### src/rtl/instruction_decode_stage_if.sv
// Handshake and decoded-payload bundle between fetch, the decode stage and the
// immediate extender / ALU side.
interface instruction_decode_stage_if #(
    parameter int PC_WIDTH  = 32,
    parameter int IMM_WIDTH = 20
);
    logic                 in_valid;
    logic                 in_ready;
    logic [31:0]          instr;
    logic [PC_WIDTH-1:0]  pc_in;
    logic                 out_valid;
    logic                 out_ready;
    logic [PC_WIDTH-1:0]  pc_out;
    logic [6:0]           opcode;
    logic [4:0]           rd;
    logic [4:0]           rs1;
    logic [4:0]           rs2;
    logic [2:0]           funct3;
    logic [6:0]           funct7;
    logic [IMM_WIDTH-1:0] imm_raw;
    logic [1:0]           imm_ctrl;
    logic                 illegal;

    modport slave (
        input  in_valid, instr, pc_in, out_ready,
        output in_ready, out_valid, pc_out, opcode, rd, rs1, rs2,
               funct3, funct7, imm_raw, imm_ctrl, illegal
    );

    modport master (
        output in_valid, instr, pc_in, out_ready,
        input  in_ready, out_valid, pc_out, opcode, rd, rs1, rs2,
               funct3, funct7, imm_raw, imm_ctrl, illegal
    );
endinterface

### src/rtl/instruction_decode_stage.sv
// RV32I decode stage: decodes fetched words and buffers the decoded bundle in a
// 2-entry skid buffer; every output is driven from the head entry registers.
module instruction_decode_stage #(
    parameter int PC_WIDTH  = 32,
    parameter int IMM_WIDTH = 20
) (
    input  logic                        clk,
    input  logic                        rst,
    input  logic                        flush,
    instruction_decode_stage_if.slave   bus
);
    typedef struct packed {
        logic [PC_WIDTH-1:0]  pc;
        logic [6:0]           opcode;
        logic [4:0]           rd;
        logic [4:0]           rs1;
        logic [4:0]           rs2;
        logic [2:0]           funct3;
        logic [6:0]           funct7;
        logic [IMM_WIDTH-1:0] imm_raw;
        logic [1:0]           imm_ctrl;
        logic                 illegal;
    } entry_t;

    typedef enum logic [1:0] {EMPTY, ONE, FULL} state_t;

    state_t state_q, state_d;
    entry_t head_q, head_d, tail_q, tail_d, dec;
    logic   in_ready_q;
    logic   push, pop;

    always_comb begin
        dec        = '0;
        dec.pc     = bus.pc_in;
        dec.opcode = bus.instr[6:0];
        dec.rd     = bus.instr[11:7];
        dec.funct3 = bus.instr[14:12];
        dec.rs1    = bus.instr[19:15];
        dec.rs2    = bus.instr[24:20];
        dec.funct7 = bus.instr[31:25];
        case (bus.instr[6:0])
            7'b0010011, 7'b0000011, 7'b1100111:
                dec.imm_raw = IMM_WIDTH'(bus.instr[31:20]);
            7'b0100011:
                dec.imm_raw = IMM_WIDTH'({bus.instr[31:25], bus.instr[11:7]});
            7'b1100011: begin
                dec.imm_raw  = IMM_WIDTH'({bus.instr[31], bus.instr[7],
                                           bus.instr[30:25], bus.instr[11:8]});
                dec.imm_ctrl = 2'd1;
            end
            7'b0110111, 7'b0010111: begin
                dec.imm_raw  = IMM_WIDTH'(bus.instr[31:12]);
                dec.imm_ctrl = 2'd2;
            end
            7'b1101111: begin
                dec.imm_raw  = IMM_WIDTH'({bus.instr[31], bus.instr[19:12],
                                           bus.instr[20], bus.instr[30:21]});
                dec.imm_ctrl = 2'd3;
            end
            7'b0110011, 7'b1110011, 7'b0001111: ;
            default: dec.illegal = 1'b1;
        endcase
    end

    // flush wins over both handshakes; the in-flight word is simply dropped
    assign push = bus.in_valid && in_ready_q && !flush;
    assign pop  = (state_q != EMPTY) && bus.out_ready && !flush;

    always_comb begin
        state_d = state_q;
        head_d  = head_q;
        tail_d  = tail_q;
        if (flush) begin
            state_d = EMPTY;
        end else begin
            case (state_q)
                EMPTY: if (push) begin
                    state_d = ONE;
                    head_d  = dec;
                end
                ONE: begin
                    if (push && pop) begin
                        head_d = dec;
                    end else if (push) begin
                        state_d = FULL;
                        tail_d  = dec;
                    end else if (pop) begin
                        state_d = EMPTY;
                    end
                end
                FULL: if (pop) begin
                    state_d = ONE;
                    head_d  = tail_q;
                end
                default: state_d = EMPTY;
            endcase
        end
    end

    always_ff @(posedge clk or negedge rst) begin
        if (!rst) begin
            state_q    <= EMPTY;
            head_q     <= '0;
            tail_q     <= '0;
            in_ready_q <= 1'b0;
        end else begin
            state_q    <= state_d;
            head_q     <= head_d;
            tail_q     <= tail_d;
            in_ready_q <= (state_d != FULL);
        end
    end

    assign bus.in_ready  = in_ready_q;
    assign bus.out_valid = (state_q != EMPTY);
    assign bus.pc_out    = head_q.pc;
    assign bus.opcode    = head_q.opcode;
    assign bus.rd        = head_q.rd;
    assign bus.rs1       = head_q.rs1;
    assign bus.rs2       = head_q.rs2;
    assign bus.funct3    = head_q.funct3;
    assign bus.funct7    = head_q.funct7;
    assign bus.imm_raw   = head_q.imm_raw;
    assign bus.imm_ctrl  = head_q.imm_ctrl;
    assign bus.illegal   = head_q.illegal;
endmodule
### src/flat_wrapper.sv
// flat-port wrapper written by rule: the top's interface ports become plain ports
module instruction_decode_stage_flat 
#(
    parameter int PC_WIDTH  = 32,
    parameter int IMM_WIDTH = 20
)
  (clk, rst, flush, bus_in_valid, bus_instr, bus_pc_in, bus_out_ready, bus_in_ready, bus_out_valid, bus_pc_out, bus_opcode, bus_rd, bus_rs1, bus_rs2, bus_funct3, bus_funct7, bus_imm_raw, bus_imm_ctrl, bus_illegal);
  instruction_decode_stage_if #(.PC_WIDTH(PC_WIDTH), .IMM_WIDTH(IMM_WIDTH)) bus_i ();
  input  logic clk;
  input  logic rst;
  input  logic flush;
  input wire logic [$bits(bus_i.in_valid)-1:0] bus_in_valid;
  input wire logic [$bits(bus_i.instr)-1:0] bus_instr;
  input wire logic [$bits(bus_i.pc_in)-1:0] bus_pc_in;
  input wire logic [$bits(bus_i.out_ready)-1:0] bus_out_ready;
  output wire logic [$bits(bus_i.in_ready)-1:0] bus_in_ready;
  output wire logic [$bits(bus_i.out_valid)-1:0] bus_out_valid;
  output wire logic [$bits(bus_i.pc_out)-1:0] bus_pc_out;
  output wire logic [$bits(bus_i.opcode)-1:0] bus_opcode;
  output wire logic [$bits(bus_i.rd)-1:0] bus_rd;
  output wire logic [$bits(bus_i.rs1)-1:0] bus_rs1;
  output wire logic [$bits(bus_i.rs2)-1:0] bus_rs2;
  output wire logic [$bits(bus_i.funct3)-1:0] bus_funct3;
  output wire logic [$bits(bus_i.funct7)-1:0] bus_funct7;
  output wire logic [$bits(bus_i.imm_raw)-1:0] bus_imm_raw;
  output wire logic [$bits(bus_i.imm_ctrl)-1:0] bus_imm_ctrl;
  output wire logic [$bits(bus_i.illegal)-1:0] bus_illegal;
  assign bus_i.in_valid = bus_in_valid;
  assign bus_i.instr = bus_instr;
  assign bus_i.pc_in = bus_pc_in;
  assign bus_i.out_ready = bus_out_ready;
  assign bus_in_ready = bus_i.in_ready;
  assign bus_out_valid = bus_i.out_valid;
  assign bus_pc_out = bus_i.pc_out;
  assign bus_opcode = bus_i.opcode;
  assign bus_rd = bus_i.rd;
  assign bus_rs1 = bus_i.rs1;
  assign bus_rs2 = bus_i.rs2;
  assign bus_funct3 = bus_i.funct3;
  assign bus_funct7 = bus_i.funct7;
  assign bus_imm_raw = bus_i.imm_raw;
  assign bus_imm_ctrl = bus_i.imm_ctrl;
  assign bus_illegal = bus_i.illegal;
  instruction_decode_stage #(.PC_WIDTH(PC_WIDTH), .IMM_WIDTH(IMM_WIDTH)) u_core (.clk(clk), .rst(rst), .flush(flush), .bus(bus_i));
endmodule
### config.mk
export PLATFORM = sky130hd
export DESIGN_NAME = instruction_decode_stage_flat
export DESIGN_NICKNAME = d
export VERILOG_FILES = /design/src/rtl/instruction_decode_stage_if.sv /design/src/rtl/instruction_decode_stage.sv /design/src/flat_wrapper.sv
export SDC_FILE = /design/constraint.sdc
export NUM_CORES = 1
export LEC_CHECK = 0
export ABC_AREA = 1
export CORE_ASPECT_RATIO = 2
export CORE_MARGIN = 8
export CORE_UTILIZATION = 33
export DETAILED_ROUTE_END_ITERATION = 12
export GPL_TIMING_DRIVEN = 0
export PLACE_DENSITY = 0.66
export SKIP_CTS_REPAIR_TIMING = 1
export SLEW_MARGIN = 5
export SYNTH_ARGS = -nofsm -noshare
export SYNTH_HDL_FRONTEND = slang
export SYNTH_SLANG_ARGS = --single-unit
### constraint.sdc
create_clock -name clk -period 2.44 [get_ports clk]
set_input_delay 0.732 -clock clk [delete_from_list [all_inputs] [get_ports clk]]
set_output_delay 0.732 -clock clk [all_outputs]
set_load 0.02 [all_outputs]
# Word-level counts from Yosys, hierarchy flattened
# Index checks and enable logic that the tools add are counted.
# word_totals
ff_bits,177
latchBits,0
ramBits,0
romBits,0
output_inout_bits,89
elab_cells,69
n_memories,0
# op_classes
add_sub_neg,0
n_mul,0
div_mod_pow,0
n_lt_le_gt_ge,0
eq_ne,17
n_shift,0
n_mux,14
bitwise,2
reduce_logical,14
# op_table
cell,count
$mux 87,3
$pmux 87 s3,1
$pmux 20 s5,1
$eq 7x7->1 const B,4
$eq 7x6->1 const B,3
$eq 7x5->1 const B,2
$mux 2,6
$pmux 2 s3,2
$reduce_or 11->1,1
$eq 7x2->1 const B,1
$eq 7x4->1 const B,1
$ne 2x1->1 const B,3
$logic_and 1x1->1,5
$reduce_and 5->1,1
$reduce_and 4->1,1
$reduce_bool 3->1,1
$reduce_or 3->1,1
$eq 2x1->1 const B,1
$eq 2x2->1 const B,1
$logic_not 2->1,1
$ne 2x2->1 const B,1
$not 1->1,2
$reduce_bool 2->1,1
$reduce_or 2->1,1
2 further kinds,2

# Logic depth before layout (Yosys ltp)
# depth
ltp_word,9
ltp_mapped,11

# Worst setup path after synthesis
# Ideal clock, no wire load.
# synth_path
path_kind,in2reg
start,input flush
end,register u_core.tail_q[32] (netlist bit)
arrival_ns,1.693
required_ns,2.310
slack_ns,0.617
path_stages,10
n_path_buf,2
path_cell_list,inv_1 > nand3_1 > nor2_1 > nand2_1 > nor2_4 > inv_2 > buf_2 > buf_2 > nand2_1 > o21ai_0
# synth_between
elab_chain_cells,5
word_cells_on_any_way,7
cone_classes,bitwise (2); reduce/logical (5)
# synth_lines
item,line_no,rtl
start: declaration,flat_wrapper.sv:11,input logic flush;
$logic_not 1->1,"instruction_decode_stage.sv:66, instruction_decode_stage.sv:67",
$logic_and 1x1->1 (on tied branches),"instruction_decode_stage.sv:66, instruction_decode_stage.sv:67",
$logic_and 1x1->1,instruction_decode_stage.sv:82,if (push && pop) begin
$not 1->1 (no line),n/a,
$reduce_and 4->1 (no line) (*),n/a,
end signal: assignment,instruction_decode_stage.sv:109,tail_q <= tail_d;
end: declaration,instruction_decode_stage.sv:28,"entry_t head_q, head_d, tail_q, tail_d, dec;"
# Every way passes the cells marked *; elsewhere a longest branch is shown, timed or not.
# A chain may end at the register's enable or synchronous reset.

# Final worst setup path
# layout_path
start,"register u_core.head_q, in the netlist u_core.bus.rs1[2]"
end,output bus_rs1[2]
# layout_lines
item,line_no,rtl
start: declaration,instruction_decode_stage.sv:28,
start signal: assignment,instruction_decode_stage.sv:103,head_q <= '0;
start signal: assignment,instruction_decode_stage.sv:108,head_q <= head_d;
end: declaration,flat_wrapper.sv:21,output wire logic [$bits(bus_i.rs1)-1:0] bus_rs1;
# No word-level cell between the ends.

==> metrics.cfg <==
[status]
status=finished clean

[worst_setup_path]
crit_fanout=2
cp-start-kind=flop
slowest_delay_ns=0.63
crit_arrival_ns=1.50
critPathLaunch=u_core.bus.rs1[2]$_DFFE_PN0P_
reg2reg_from=u_core.state_q[0]$_DFF_PN0_
r2r_slack_ns=0.22
critical-path-top-delay-family=buffers and inverters
cp_data_required_time_ns=1.71
cp-end-kind=output pin
cp-endpoint=bus_rs1[2]
slowest_stage=clkdlybuf4s50_1
path_buf_inv=1
rr_endpoint=u_core.bus.imm_raw[11]$_DFFE_PN0P_
reg2regPathDepth=7
crit_type=reg -> out
worst-path-stages=1
crit_chain=clkdlybuf4s50_1

[timing]
fmax_mhz=449
maxSlewViolCount=0
setup_violations=0
finalCriticalPeriod_ns=2.23
rsz0062_at_grt=false
fin_crit_sh_pct=91.3
hold_ws_ns=0.239
finalHoldViolCount=0
tightest_slew_ns=0.639
fin_worst_skew_ns=0.00998
relSlewSlack_pct=57.4

[cells_and_area]
final_core_util_pct=43.8
layout-drive-gt1-share_pct=7.15
area_growth_pct=32.1
nets=1315
n_antenna_cell=0
final_cells=1595

[global_route]
antenna_found_initial=0
overflow=0
grt_pass1_vias=7938
grt_usage_pct=17.9
grt_pass1_wl_um=42800
grt_max_degree=102

[place]
port_buffers=157
dp_hpwl_um=19600
place.gp.congestion=0.881
dp_cells=1560

[yosys]
ys_seq_elements=177
synth-seq-area-share_pct=53.8
postSynthAreaPerCell_sq_um=7.73
yosysWarnings=0
netlist_instances=1066
syn_nets=1135
synth_cell_types=20
syn_area_sq_um=8240

[min_path]
hp-class=in -> async

[routing]
vias=7634
ant_nets=0
drt_iter0_drc=636
viasPerCell=4.79
drc=0
wl_per_cell_um=16.6
drt-pass1-iter-count=5
wirelength_um=26500

[cts]
cts.sinks=177
htreeDepth=4
clk_latency_ns=0.44
cts_max_path_buffers=2
cts_tree=yes
numCtsBuffers=17
cts-root-buf=clkbuf_16
clk_pin_slew_ns=0.07

[floorplanning]
io_pins=158
die_w_um=128
die_h_um=239
die_area_sq_um=30600
coreArea_sq_um=24800
initial_core_util_pct=33.2
fp-row-count=82

[pwr]
totalPowerFinal_mw=9.87
comb_power_share_pct=27.6
power_frac_clock_pct=28.7
p_switching_mw=3.28
switching_share_pct=33.2
internal_power_mw=6.59
p_leak_nw=5.64
seqPwrFrac_pct=43.7
p_per_area_nw_per_um2=907
ir_worst_vdd_v=0.000483

[flow_run]
drv_cap=0

-- registers in the layout (all words and copies together), names as in the netlist, 2 cells and up --
signal / cells
u_core.tail_q: 87
u_core.bus.imm_raw: 20
u_core.state_q: 2
u_core.bus.funct3: 3
u_core.bus.pc_out: 32
u_core.bus.rs1: 5
u_core.bus.rs2: 5
u_core.bus.rd: 5
u_core.bus.imm_ctrl: 2
u_core.bus.opcode: 7
u_core.bus.funct7: 7
-- area by class of cell --
class / count / area [sq um]
Clock inverter: 15 / 170
Fill cell: 2566 / 13900
Timing Repair Buffer: 161 / 1630
Clock buffer: 17 / 425
Multi-Input combinational cell: 741 / 3180
Tap cell: 336 / 420
Sequential cell: 177 / 4430
Inverter: 84 / 315
Buffer: 64 / 317
-- worst min-delay path by stage --
stage | start | to | slack [ns] | depth (start not counted)
after floorplan | rst | u_core.bus.funct3[0]$_DFFE_PN0P_ | 0.44 | 0
after global placement | u_core.tail_q[86]$_DFFE_PN0P_ | u_core.tail_q[86]$_DFFE_PN0P_ | 0.46 | 2
after detailed placement | u_core.tail_q[47]$_DFFE_PN0P_ | u_core.tail_q[47]$_DFFE_PN0P_ | 0.46 | 2
after CTS | rst | u_core.bus.pc_out[8]$_DFFE_PN0P_ | 0.27 | 1
after global routing | rst | u_core.bus.pc_out[10]$_DFFE_PN0P_ | 0.30 | 1
final | rst | u_core.bus.pc_out[9]$_DFFE_PN0P_ | 0.24 | 1
-- cells in the final DEF, fill, tap and decap left out, types with 4 or more instances in the layout --
cell,instances
a21oi_1,4
buf_2,42
buf_4,5
clkbuf_1,15
clkbuf_16,17
clkdlybuf4s50_1,155
clkinvlp_4,4
dfrtp_1,177
inv_1,82
inv_6,5
mux2i_1,4
nand2_1,388
nand3_1,61
nor2_1,70
o21ai_0,109
o21ai_1,100
-- per-layer routing --
layer	vias up	wire, um	GRT usage (%)
li1	3747	-	-
met1	3595	12000	22.2
met2	259	12000	29.0
met3	33	1930	4.95
met4	0	564	6.89
met5	-	0	0
-- power groups by stage --
stage | logic (mW) | clock network (mW) | registers, mW
3_5_place_dp | 2.75 | 0 | 4.35
2_1_floorplan | 0.954 | 0 | 4.72
5_1_grt | 3.02 | 3.00 | 4.42
3_3_place_gp | 2.68 | 0 | 4.33
6_report | 2.72 | 2.83 | 4.32
4_1_cts | 2.76 | 2.88 | 4.31
-- logic make-up (layout without fill, tap and decap cells) --
kind of cell / count (synthesis) / after routing / share of synthesized area (%)
AND/OR/NAND/NOR: 524 / 524 / 25.1
buffers and inverters: 148 / 341 / 7.67
flip-flops: 177 / 177 / 53.8
multiplexers: 4 / 4 / 0.486
AO/OA/AOI/OAI: 213 / 213 / 12.9
-- synth_stat cells (all sizes together) --
cell type,n,area (sq um)
dfrtp,177,4430
a21oi,4,20.0
mux2i,4,40.0
nand3,61,305
buf,48,255
o21ai,209,1050
clkbuf,16,61.3
nor2,73,287
inv,84,315
nand2,388,1460
nor3,2,21.3
-- metrics by stage --
step | TNS, ns | setup slack, ns | area, sq um
after CTS | 0 | 0.0287 | 10900
after detailed placement | -27.79 | -0.348 | 10300
final | 0 | 0.212 | 10900
after floorplan | 0 | 0.617 | 8240
after global routing | 0 | 0.0342 | 10900
after global placement | -1187.90 | -6.59 | 10200
Note: power is estimated with default switching activity, not from simulation.
